## src/rtl/mem_stage.sv

```systemverilog
// Memory-access stage: issues byte/half/word loads and stores over a req/ready data bus,
// stalls the front of the pipeline while an access is outstanding and formats load data.
module mem_stage #(
    parameter int unsigned TIMEOUT = 16
) (
    input  logic        clk,
    input  logic        rst,
    input  logic        me_memRead,
    input  logic        me_memWrite,
    input  logic [2:0]  me_funct3,
    input  logic [31:0] me_outAlu,
    input  logic [31:0] me_storeData,
    input  logic        me_writeReg,
    input  logic        me_aluOut_WB_memOut,
    input  logic [4:0]  me_rd,
    output logic        out_writeReg,
    output logic        out_aluOut_WB_memOut,
    output logic [31:0] out_outMem,
    output logic [31:0] out_outAlu,
    output logic [4:0]  out_rd,
    output logic        me_stall,
    output logic        me_misalign,
    output logic        me_buserr,
    output logic        dmem_req,
    output logic        dmem_we,
    output logic [31:0] dmem_addr,
    output logic [31:0] dmem_wdata,
    output logic [3:0]  dmem_wstrb,
    input  logic        dmem_ready,
    input  logic [31:0] dmem_rdata
);

    localparam int unsigned CntW = $clog2(TIMEOUT + 1);

    typedef enum logic [1:0] {StIdle, StReq, StDone} state_t;

    state_t          state;
    logic [CntW-1:0] waitCnt;
    logic [31:0]     capData;
    logic            busErr;

    logic        access;
    logic        isStore;
    logic        legal;
    logic [1:0]  byteOff;
    logic [3:0]  storeStrb;
    logic [31:0] storeData;
    logic [7:0]  ldByte;
    logic [15:0] ldHalf;
    logic [31:0] loadFmt;

    assign out_outAlu           = me_outAlu;
    assign out_rd               = me_rd;
    assign out_aluOut_WB_memOut = me_aluOut_WB_memOut;

    assign access  = me_memRead | me_memWrite;
    assign isStore = me_memWrite;
    assign byteOff = me_outAlu[1:0];

    // Legality: width from funct3[1:0], unsigned variants only exist for loads.
    always_comb begin
        legal = 1'b0;
        case (me_funct3)
            3'b000:  legal = 1'b1;
            3'b001:  legal = ~byteOff[0];
            3'b010:  legal = (byteOff == 2'b00);
            3'b100:  legal = ~isStore;
            3'b101:  legal = ~isStore & ~byteOff[0];
            default: legal = 1'b0;
        endcase
    end

    always_comb begin
        storeStrb = 4'b1111;
        storeData = me_storeData;
        case (me_funct3[1:0])
            2'b00: begin
                storeStrb = 4'b0001 << byteOff;
                storeData = {4{me_storeData[7:0]}};
            end
            2'b01: begin
                storeStrb = 4'b0011 << byteOff;
                storeData = {2{me_storeData[15:0]}};
            end
            default: begin
                storeStrb = 4'b1111;
                storeData = me_storeData;
            end
        endcase
    end

    // Upstream is frozen until DONE, so funct3/address still describe the captured word.
    always_comb begin
        case (byteOff)
            2'b00:   ldByte = capData[7:0];
            2'b01:   ldByte = capData[15:8];
            2'b10:   ldByte = capData[23:16];
            default: ldByte = capData[31:24];
        endcase
        ldHalf = byteOff[1] ? capData[31:16] : capData[15:0];
        case (me_funct3)
            3'b000:  loadFmt = {{24{ldByte[7]}}, ldByte};
            3'b001:  loadFmt = {{16{ldHalf[15]}}, ldHalf};
            3'b100:  loadFmt = {24'h0, ldByte};
            3'b101:  loadFmt = {16'h0, ldHalf};
            default: loadFmt = capData;
        endcase
    end

    always_ff @(posedge clk or posedge rst) begin
        if (rst) begin
            state      <= StIdle;
            dmem_req   <= 1'b0;
            dmem_we    <= 1'b0;
            dmem_addr  <= 32'h0;
            dmem_wdata <= 32'h0;
            dmem_wstrb <= 4'h0;
            capData    <= 32'h0;
            waitCnt    <= '0;
            busErr     <= 1'b0;
        end else begin
            case (state)
                StIdle: begin
                    if (access && legal) begin
                        dmem_req   <= 1'b1;
                        dmem_we    <= isStore;
                        dmem_addr  <= {me_outAlu[31:2], 2'b00};
                        dmem_wstrb <= isStore ? storeStrb : 4'h0;
                        dmem_wdata <= isStore ? storeData : 32'h0;
                        waitCnt    <= '0;
                        state      <= StReq;
                    end
                end
                StReq: begin
                    if (dmem_ready) begin
                        capData  <= dmem_we ? 32'h0 : dmem_rdata;
                        dmem_req <= 1'b0;
                        dmem_we  <= 1'b0;
                        state    <= StDone;
                    end else if (waitCnt == CntW'(TIMEOUT - 1)) begin
                        capData  <= 32'h0;
                        dmem_req <= 1'b0;
                        dmem_we  <= 1'b0;
                        busErr   <= 1'b1;
                        state    <= StDone;
                    end else begin
                        waitCnt <= waitCnt + CntW'(1);
                    end
                end
                StDone: begin
                    busErr <= 1'b0;
                    state  <= StIdle;
                end
                default: state <= StIdle;
            endcase
        end
    end

    // Status outputs are forced low while reset is held, whatever the inputs say.
    always_comb begin
        me_stall     = 1'b0;
        me_misalign  = 1'b0;
        me_buserr    = 1'b0;
        out_writeReg = 1'b0;
        out_outMem   = 32'h0;
        if (!rst) begin
            case (state)
                StIdle: begin
                    if (!access) begin
                        out_writeReg = me_writeReg;
                    end else if (!legal) begin
                        me_misalign = 1'b1;
                    end else begin
                        me_stall = 1'b1;
                    end
                end
                StReq: me_stall = 1'b1;
                StDone: begin
                    out_outMem   = loadFmt;
                    out_writeReg = me_writeReg & ~busErr;
                    me_buserr    = busErr;
                end
                default: ;
            endcase
        end
    end

endmodule

```

## config.mk

```make
export PLATFORM = sky130hd
export DESIGN_NAME = mem_stage
export DESIGN_NICKNAME = d
export VERILOG_FILES = /design/src/rtl/mem_stage.sv
export SDC_FILE = /design/constraint.sdc
export NUM_CORES = 1
export LEC_CHECK = 0
export ABC_CLOCK_PERIOD_IN_PS = 4300
export BUFFER_PORTS_ARGS = -buffer_cell sky130_fd_sc_hd__buf_2
export CORE_MARGIN = 2
export CORE_UTILIZATION = 48
export DETAILED_ROUTE_END_ITERATION = 8
export PLACE_DENSITY_LB_ADDON = 0.12
export SLEW_MARGIN = 10
export SYNTH_ARGS = -nofsm -noshare
export SYNTH_HDL_FRONTEND = slang
export SYNTH_SLANG_ARGS = --single-unit
```

## constraint.sdc

```tcl
create_clock -name clk -period 4.3 [get_ports clk]
set_input_delay 0.645 -clock clk [delete_from_list [all_inputs] [get_ports clk]]
set_output_delay 0.645 -clock clk [all_outputs]
set_load 0.01 [all_outputs]
```

==> flow_summary.toml, run 1 <==
[route]
post_drt_wl_per_cell_microns = 18.22
drt_iter0_drc = 250
vias = 4659
detail_route.vias_per_cell = 5.494
dr.pass1.iters = 4
routed_wl_mm = 15.45
drc = 0
ant_nets = 0

[yosys]
synth_area_sq_um = 5807
syn_inst = 517
yosysWarnings = 0
synth_top_flop_cell = "dfrtp_1"
yosysSeqAreaShare = 0.4654
async_flop_share = 1.000
synth-seq-cells = 108
yosysTopAreaCell = "dfrtp_1"
synth_area_leaders = "dfrtp_1, mux2_1, a22o_1"
avgSynthCellArea_sq_um = 11.23
synth_edf_count = 0
yosys-top-cells-count = "dfrtp_1, buf_4, a22o_1, mux2_1"
yosysMostFrequentCell = "dfrtp_1"
synth_top_area_frac = 0.4654
ys_types = 49

[sta]
clock-skew-final_ps = 5.973
worstMarginPinSlew_ps = 973.3
slew_headroom = 0.3511
setup_tns_ps = 0
fmax_ghz = 0.3184
hold_viol = 0
slew_violations = 0
final.period_utilization = 0.7305
finalWorstSetupSlack_ps = 1159
finalCriticalPeriod_ps = 3141
rsz0062_at_grt = "no"
setup_viol = 0

[global_routing]
grt_pass1_wl_mm = 23.81
grt_use_total = 0.2341
antenna_found_initial = 1
grt_max_degree = 77
overflow = 0
grt_pass1_vias = 4538

[worst_setup_path]
path_class = "primary input to output pin"
worstPathRequired_ps = 3650
reg2reg_depth = 6
cp_max_fo = 25
worst_setup_path_start_kind = "primary input"
cp-end-kind = "output pin"
reg2reg_setup_slack_ps = 1870
critPathArrivalTime_ps = 2500
rr_endpoint = "waitCnt[2]"
r2r_start = "waitCnt[0]"

[cells_and_area]
fin_nets = 811
area_delta_synth_final_pct = 21.87
final_util = 0.5941
layout-drive-gt1-share = 0.4294
diodes = 0

[placement]
pre_cts_ws_ps = 1153
numPortBuffers = 240
place_hpwl_mm = 11.44
gp_congestion = 0.8378

[clock_network]
cts_root_buffer = "clkbuf_16"
htreeDepth = 3
cts_tree = "yes"
cts_max_path_buffers = 2
clk_pin_slew_ps = 70
cts_resized = 0
clk_latency_ps = 350
clock_sinks = 108
post_cts_buffers = 0
cts_made_buffers = 9
postCtsHoldBufs = 0

[floorplanning]
rows = 40
dieArea_sq_um = 12990
pin_count = 255
start_util = 0.4875
core_sq_um = 11910
die_w_microns = 114.0
dieHeight_microns = 114.0

[hold_path]
worst_hold_path_type = "primary input to async pin"

[flow_run]
maxCapViolCount = 0

[power_and_ir_drop]
peakVddDrop_uv = 208.9
power.total_w = 0.003575
power_density_nw_per_um2 = 505.2
p_leak_nw = 3.613

[outcome]
run_status = "finished, final reports clean"
## sequential cells by signal, summed over array words and instances (netlist names), 2 cells and up
signal and flops:
dmem_wstrb 4, state 2, waitCnt 5, dmem_addr 30
dmem_wdata 32, capData 32
## where the power goes
part / switching (W) / internal (W) / total, W
clock network: 0.000364 / 0.000447 / 0.000810
registers: 0.000241 / 0.00138 / 0.00162
logic: 0.000585 / 0.000562 / 0.00115
## cell type report
cell class | instances | area (sq um)
Clock buffer | 10 | 229.0
Tap cell | 147 | 183.9
Timing Repair Buffer | 250 | 1276
Fill cell | 1040 | 4835
Sequential cell | 108 | 2703
Clock inverter | 4 | 52.55
Multi-Input combinational cell | 313 | 2570
Inverter | 16 | 62.56
## kinds of logic (layout without fill, tap and decap cells)
logic type | Yosys count | count (layout) | synth area share
compound gates | 114 | 114 | 0.1685
flops | 108 | 108 | 0.4654
simple gates | 106 | 106 | 0.09847
buf+inv | 97 | 280 | 0.09524
mux | 89 | 89 | 0.1674
fa+ha+maj | 2 | 2 | 0.004309
other cells | 1 | 2 | 0.0006458
## per-layer routing
| layer | GRT usage | wire, microns | vias up |
|---|---|---|---|
| li1 | - | - | 2193 |
| met1 | 0.2898 | 6471 | 2260 |
| met2 | 0.4119 | 7678 | 177 |
| met3 | 0.04091 | 986 | 27 |
| met4 | 0.08293 | 301 | 2 |
| met5 | 0 | 13 | - |
## critical path: stages
cell,delay [ps]
buf_2,420
mux4_2,580
nor3b_1,150
buf_4,190
o311a_1,350
buf_2,150
## stage by stage
step | cell area, sq um | hold WS (ps) | cells
3_3_place_gp | 6795 | 461.3 | 834
3_5_place_dp | 6795 | 468.8 | 834
2_1_floorplan | 5811 | 473.9 | 518
6_report | 7077 | 344.7 | 848
5_1_grt | 7077 | 392.8 | 848
4_1_cts | 7077 | 365.8 | 848
## how the worst max path moves through the flow
stage                  from  slack (ps)  cells after the start        endpoint
2_1_floorplan           rst         320                      3     me_misalign
3_3_place_gp   me_outAlu[1]        1180                      6  out_outMem[15]
3_5_place_dp   me_outAlu[1]        1150                      6  out_outMem[15]
4_1_cts        me_outAlu[1]        1150                      6  out_outMem[15]
5_1_grt        me_outAlu[1]        1070                      6  out_outMem[15]
6_report       me_outAlu[1]        1160                      6  out_outMem[15]
## placed cells by master, fill, tap and decap left out, types with 15 or more instances in the layout
cell type,Yosys,routed
nand2b_1,19,19
nor2b_1,24,24
mux2_1,35,35
buf_2,1,240
mux2i_1,33,33
dfrtp_1,108,108
inv_1,16,15
mux2_2,20,20
o21ai_0,22,22
nand2_1,33,33
a22o_1,40,40
Note: power is estimated with default switching activity, not from simulation.
==> run 2, diff against run 1 <==
- ABC_CLOCK_PERIOD_IN_PS: 4300 -> 3200
- clock period: 4.3 -> 3.2 ns (I/O delays scaled with it)
==> flow_summary.toml, run 2 (same netlist as run 1, synthesis figures left out) <==
[outcome]
run_status = "finished, final reports clean"

[placement]
gp_congestion = 0.8580
numPortBuffers = 240
place_hpwl_mm = 11.53

[global_routing]
overflow = 0
grt_use_total = 0.2361
grt_max_degree = 54
grt_pass1_vias = 4547
antenna_found_initial = 0
grt_pass1_wl_mm = 23.91

[hold_path]
worst_hold_path_type = "primary input to async pin"

[worst_setup_path]
critPathArrivalTime_ps = 2310
reg2reg_depth = 6
rr_endpoint = "waitCnt[3]"
crit_path_end = "out_outMem[15]"
worst_setup_path_start_kind = "flop"
cp_max_fo = 8
cp-end-kind = "output pin"
worstPathRequired_ps = 2720
r2r_start = "waitCnt[0]"
cp-startpoint = "capData[23]"
reg2reg_setup_slack_ps = 810
path_class = "flop to output pin"

[clock_network]
htreeDepth = 3
cts_made_buffers = 9
cts_max_path_buffers = 2
post_cts_buffers = 0
cts_root_buffer = "clkbuf_16"
clk_latency_ps = 350
clk_pin_slew_ps = 70
cts_tree = "yes"
cts_resized = 0
clock_sinks = 108
postCtsHoldBufs = 0

[route]
vias = 4650
drt_iter0_drc = 219
post_drt_wl_per_cell_microns = 18.35
drc = 0
detail_route.vias_per_cell = 5.471
routed_wl_mm = 15.60
dr.pass1.iters = 4
ant_nets = 0

[cells_and_area]
fill_cells = 1058
seq_area_sq_um = 2703
mostFrequentLayoutCells = "buf_2, dfrtp_1, a22o_1"
final_common_cell = "buf_2"
diodes = 0
area_delta_synth_final_pct = 23.16
layout-drive-gt1-share = 0.4324
fin_nets = 813
multi_input_area_sq_um = 2570
reg.largest.list = "capData x32, dmem_wdata x32, dmem_addr x30"

[sta]
setup_viol = 0
hold_viol = 0
fmax_ghz = 0.3586
worstMarginPinSlew_ps = 1023
slew_violations = 0
timing.hold.ws_ps = 273.2
clock-skew-final_ps = 7.989
final.period_utilization = 0.8713
setup_tns_ps = 0
finalCriticalPeriod_ps = 2788
slew_headroom = 0.3164
rsz0062_at_grt = "no"

[power_and_ir_drop]
peakVddDrop_uv = 270.7
power_density_nw_per_um2 = 693.3
p_leak_nw = 3.639

[floorplanning]
pin_count = 255
rows = 40
start_util = 0.4875
die_w_microns = 114.0
core_sq_um = 11910
dieHeight_microns = 114.0
dieArea_sq_um = 12990

[flow_run]
maxCapViolCount = 0
## run 2: critical path, cell delays in order (launching register included)
cell	delay, ps
dfrtp_1	440
mux4_2	280
nor3b_1	830
o311a_1	280
buf_2	140
## run 2: stage by stage
step           cell area, sq um  cells  power (W)  utilization  setup slack (ps)
6_report                   7152    850   0.004958       0.6004             411.7
5_1_grt                    7152    850   0.005243       0.6004             288.4
4_1_cts                    7152    850   0.005005       0.6004             439.5
3_5_place_dp               6824    836   0.003757       0.5729             474.7
3_3_place_gp               6824    836   0.003710       0.5729             565.4
2_1_floorplan              5814    518   0.003115            -             398.2
## run 2: metal layers
metal  track usage  part of all wire
met3       0.04145             0.062
met5             0                 0
met4       0.08293             0.017
met1        0.3021              0.42
met2        0.4044              0.50
## run 2: cell type report
class	count	share of cell area
Clock buffer	9	0.03149
Clock inverter	5	0.01435
Inverter	16	0.008922
Multi-Input combinational cell	313	0.3593
Sequential cell	108	0.3779
Tap cell	147	0.02572
Timing Repair Buffer	252	0.1823
## run 2: power by group
| part | switching (W) | total [W] | internal, W |
|---|---|---|---|
| clock | 0.000489 | 0.00124 | 0.000755 |
| sequential | 0.000317 | 0.00217 | 0.00185 |
| combinational | 0.000788 | 0.00155 | 0.000759 |
## run 2: worst min path at each step
| stage | endpoint | depth (start not counted) |
|---|---|---|
| global placement | dmem_req | 1 |
| finish | capData[31] | 2 |
| global route | capData[31] | 2 |
| floorplan | capData[6] | 1 |
| CTS | capData[2] | 2 |
| detailed placement | dmem_req | 1 |
==> run 3, diff against run 2 <==
- BUFFER_PORTS_ARGS: -buffer_cell sky130_fd_sc_hd__buf_2 -> -buffer_cell sky130_fd_sc_hd__clkbuf_2
- CORE_MARGIN: 2 -> 5
==> flow_summary.toml, run 3 (same netlist as run 1, synthesis figures left out) <==
[outcome]
run_status = "finished, final reports clean"

[route]
dr.pass1.iters = 4
detail_route.vias_per_cell = 5.493
drc = 0
ant_nets = 0
vias = 4680
routed_wl_mm = 16.07
drt_iter0_drc = 268
post_drt_wl_per_cell_microns = 18.86

[placement]
place_hpwl_mm = 11.99
pre_cts_ws_ps = 347.7
dp.cells = 838
gp_congestion = 0.8221
numPortBuffers = 240

[worst_setup_path]
critPathArrivalTime_ps = 2410
cp-startpoint = "me_outAlu[1]"
worstPathRequired_ps = 2720
cp-end-kind = "output pin"
reg2reg_setup_slack_ps = 820
worst_setup_path_start_kind = "primary input"
reg2reg_depth = 6
r2r_start = "waitCnt[0]"
rr_endpoint = "waitCnt[3]"
path_class = "primary input to output pin"
cp_max_fo = 16

[global_routing]
overflow = 0
grt_pass1_wl_mm = 25.03
grt_max_degree = 109
antenna_found_initial = 0
grt_use_total = 0.2174
grt_pass1_vias = 4690

[floorplanning]
rows = 40
pin_count = 255
die_w_microns = 120.0
dieHeight_microns = 120.0
core_sq_um = 11910
dieArea_sq_um = 14400
start_util = 0.4875

[sta]
slew_violations = 0
final.period_utilization = 0.9032
finalCriticalPeriod_ps = 2890
finalWorstSetupSlack_ps = 309.7
setup_viol = 0
setup_tns_ps = 0
fmax_ghz = 0.3460
hold_viol = 0
rsz0062_at_grt = "no"
slew_headroom = 0.2888
timing.hold.ws_ps = 355.4
worstMarginPinSlew_ps = 1065
clock-skew-final_ps = 7.530

[clock_network]
clock_sinks = 108
cts_root_buffer = "clkbuf_16"
clk_pin_slew_ps = 60
cts_resized = 0
post_cts_buffers = 0
clk_latency_ps = 340
cts_max_path_buffers = 2
postCtsHoldBufs = 0
htreeDepth = 3
cts_made_buffers = 9
cts_tree = "yes"

[cells_and_area]
fin_nets = 815
diodes = 0
mostFrequentLayoutCells = "clkbuf_2, dfrtp_1, a22o_1"
area_delta_synth_final_pct = 23.23
layout-drive-gt1-share = 0.4340
final_common_cell = "clkbuf_2"
reg.largest.list = "capData x32, dmem_wdata x32, dmem_addr x30"
instances_no_fill = 852
final_util = 0.6007

[power_and_ir_drop]
peakVddDrop_uv = 300.3
p_leak_nw = 3.639
power_density_nw_per_um2 = 686.6

[hold_path]
worst_hold_path_type = "primary input to async pin"

[flow_run]
maxCapViolCount = 0
-- run 3: cell types whose count changed in the layout (fill, tap and decap cells not counted), sizes merged --
cell      change
buf         -238
bufinv        -1
clkinvlp      -1
clkinv        +2
clkbuf      +240
-- run 3: layout make-up --
type	instances	area [sq um]
Clock inverter	5	78.83
Inverter	16	63.81
Multi-Input combinational cell	313	2570
Sequential cell	108	2703
Timing Repair Buffer	254	1331
Fill cell	1031	4756
Clock buffer	9	225.2
Tap cell	147	183.9
-- run 3: how the worst max path moves through the flow --
stage | end | cells after the start
5_1_grt | out_outMem[8] | 5
4_1_cts | out_outMem[15] | 5
3_3_place_gp | out_outMem[12] | 5
2_1_floorplan | me_misalign | 3
6_report | out_outMem[15] | 5
3_5_place_dp | out_outMem[15] | 5
-- run 3: per-stage QoR --
stage | total power, W | instance area, sq um
6_report | 0.004913 | 7156
5_1_grt | 0.005195 | 7156
4_1_cts | 0.004957 | 7156
3_5_place_dp | 0.003794 | 6852
3_3_place_gp | 0.003737 | 6852
2_1_floorplan | 0.003115 | 5814
-- run 3: routing by layer --
metal	vias to the layer above	wire length [microns]	GRT usage
met2	192	7868	0.3558
li1	2203	-	-
met4	0	365	0.07802
met1	2260	6807	0.2919
met3	25	1030	0.03629
met5	-	0	0
-- run 3: power by group --
part / total [W] / switching [W] / internal, W
sequential: 0.00219 / 0.000342 / 0.00185
combinational: 0.00156 / 0.000800 / 0.000760
clock: 0.00116 / 0.000485 / 0.000676
total: 0.00491 / 0.00163 / 0.00329
-- run 3: worst max-delay path, stage by stage --
cell      delay (ps)
clkbuf_2         220
mux4_2           420
nor3b_1          860
o311a_1          290
clkbuf_2         140
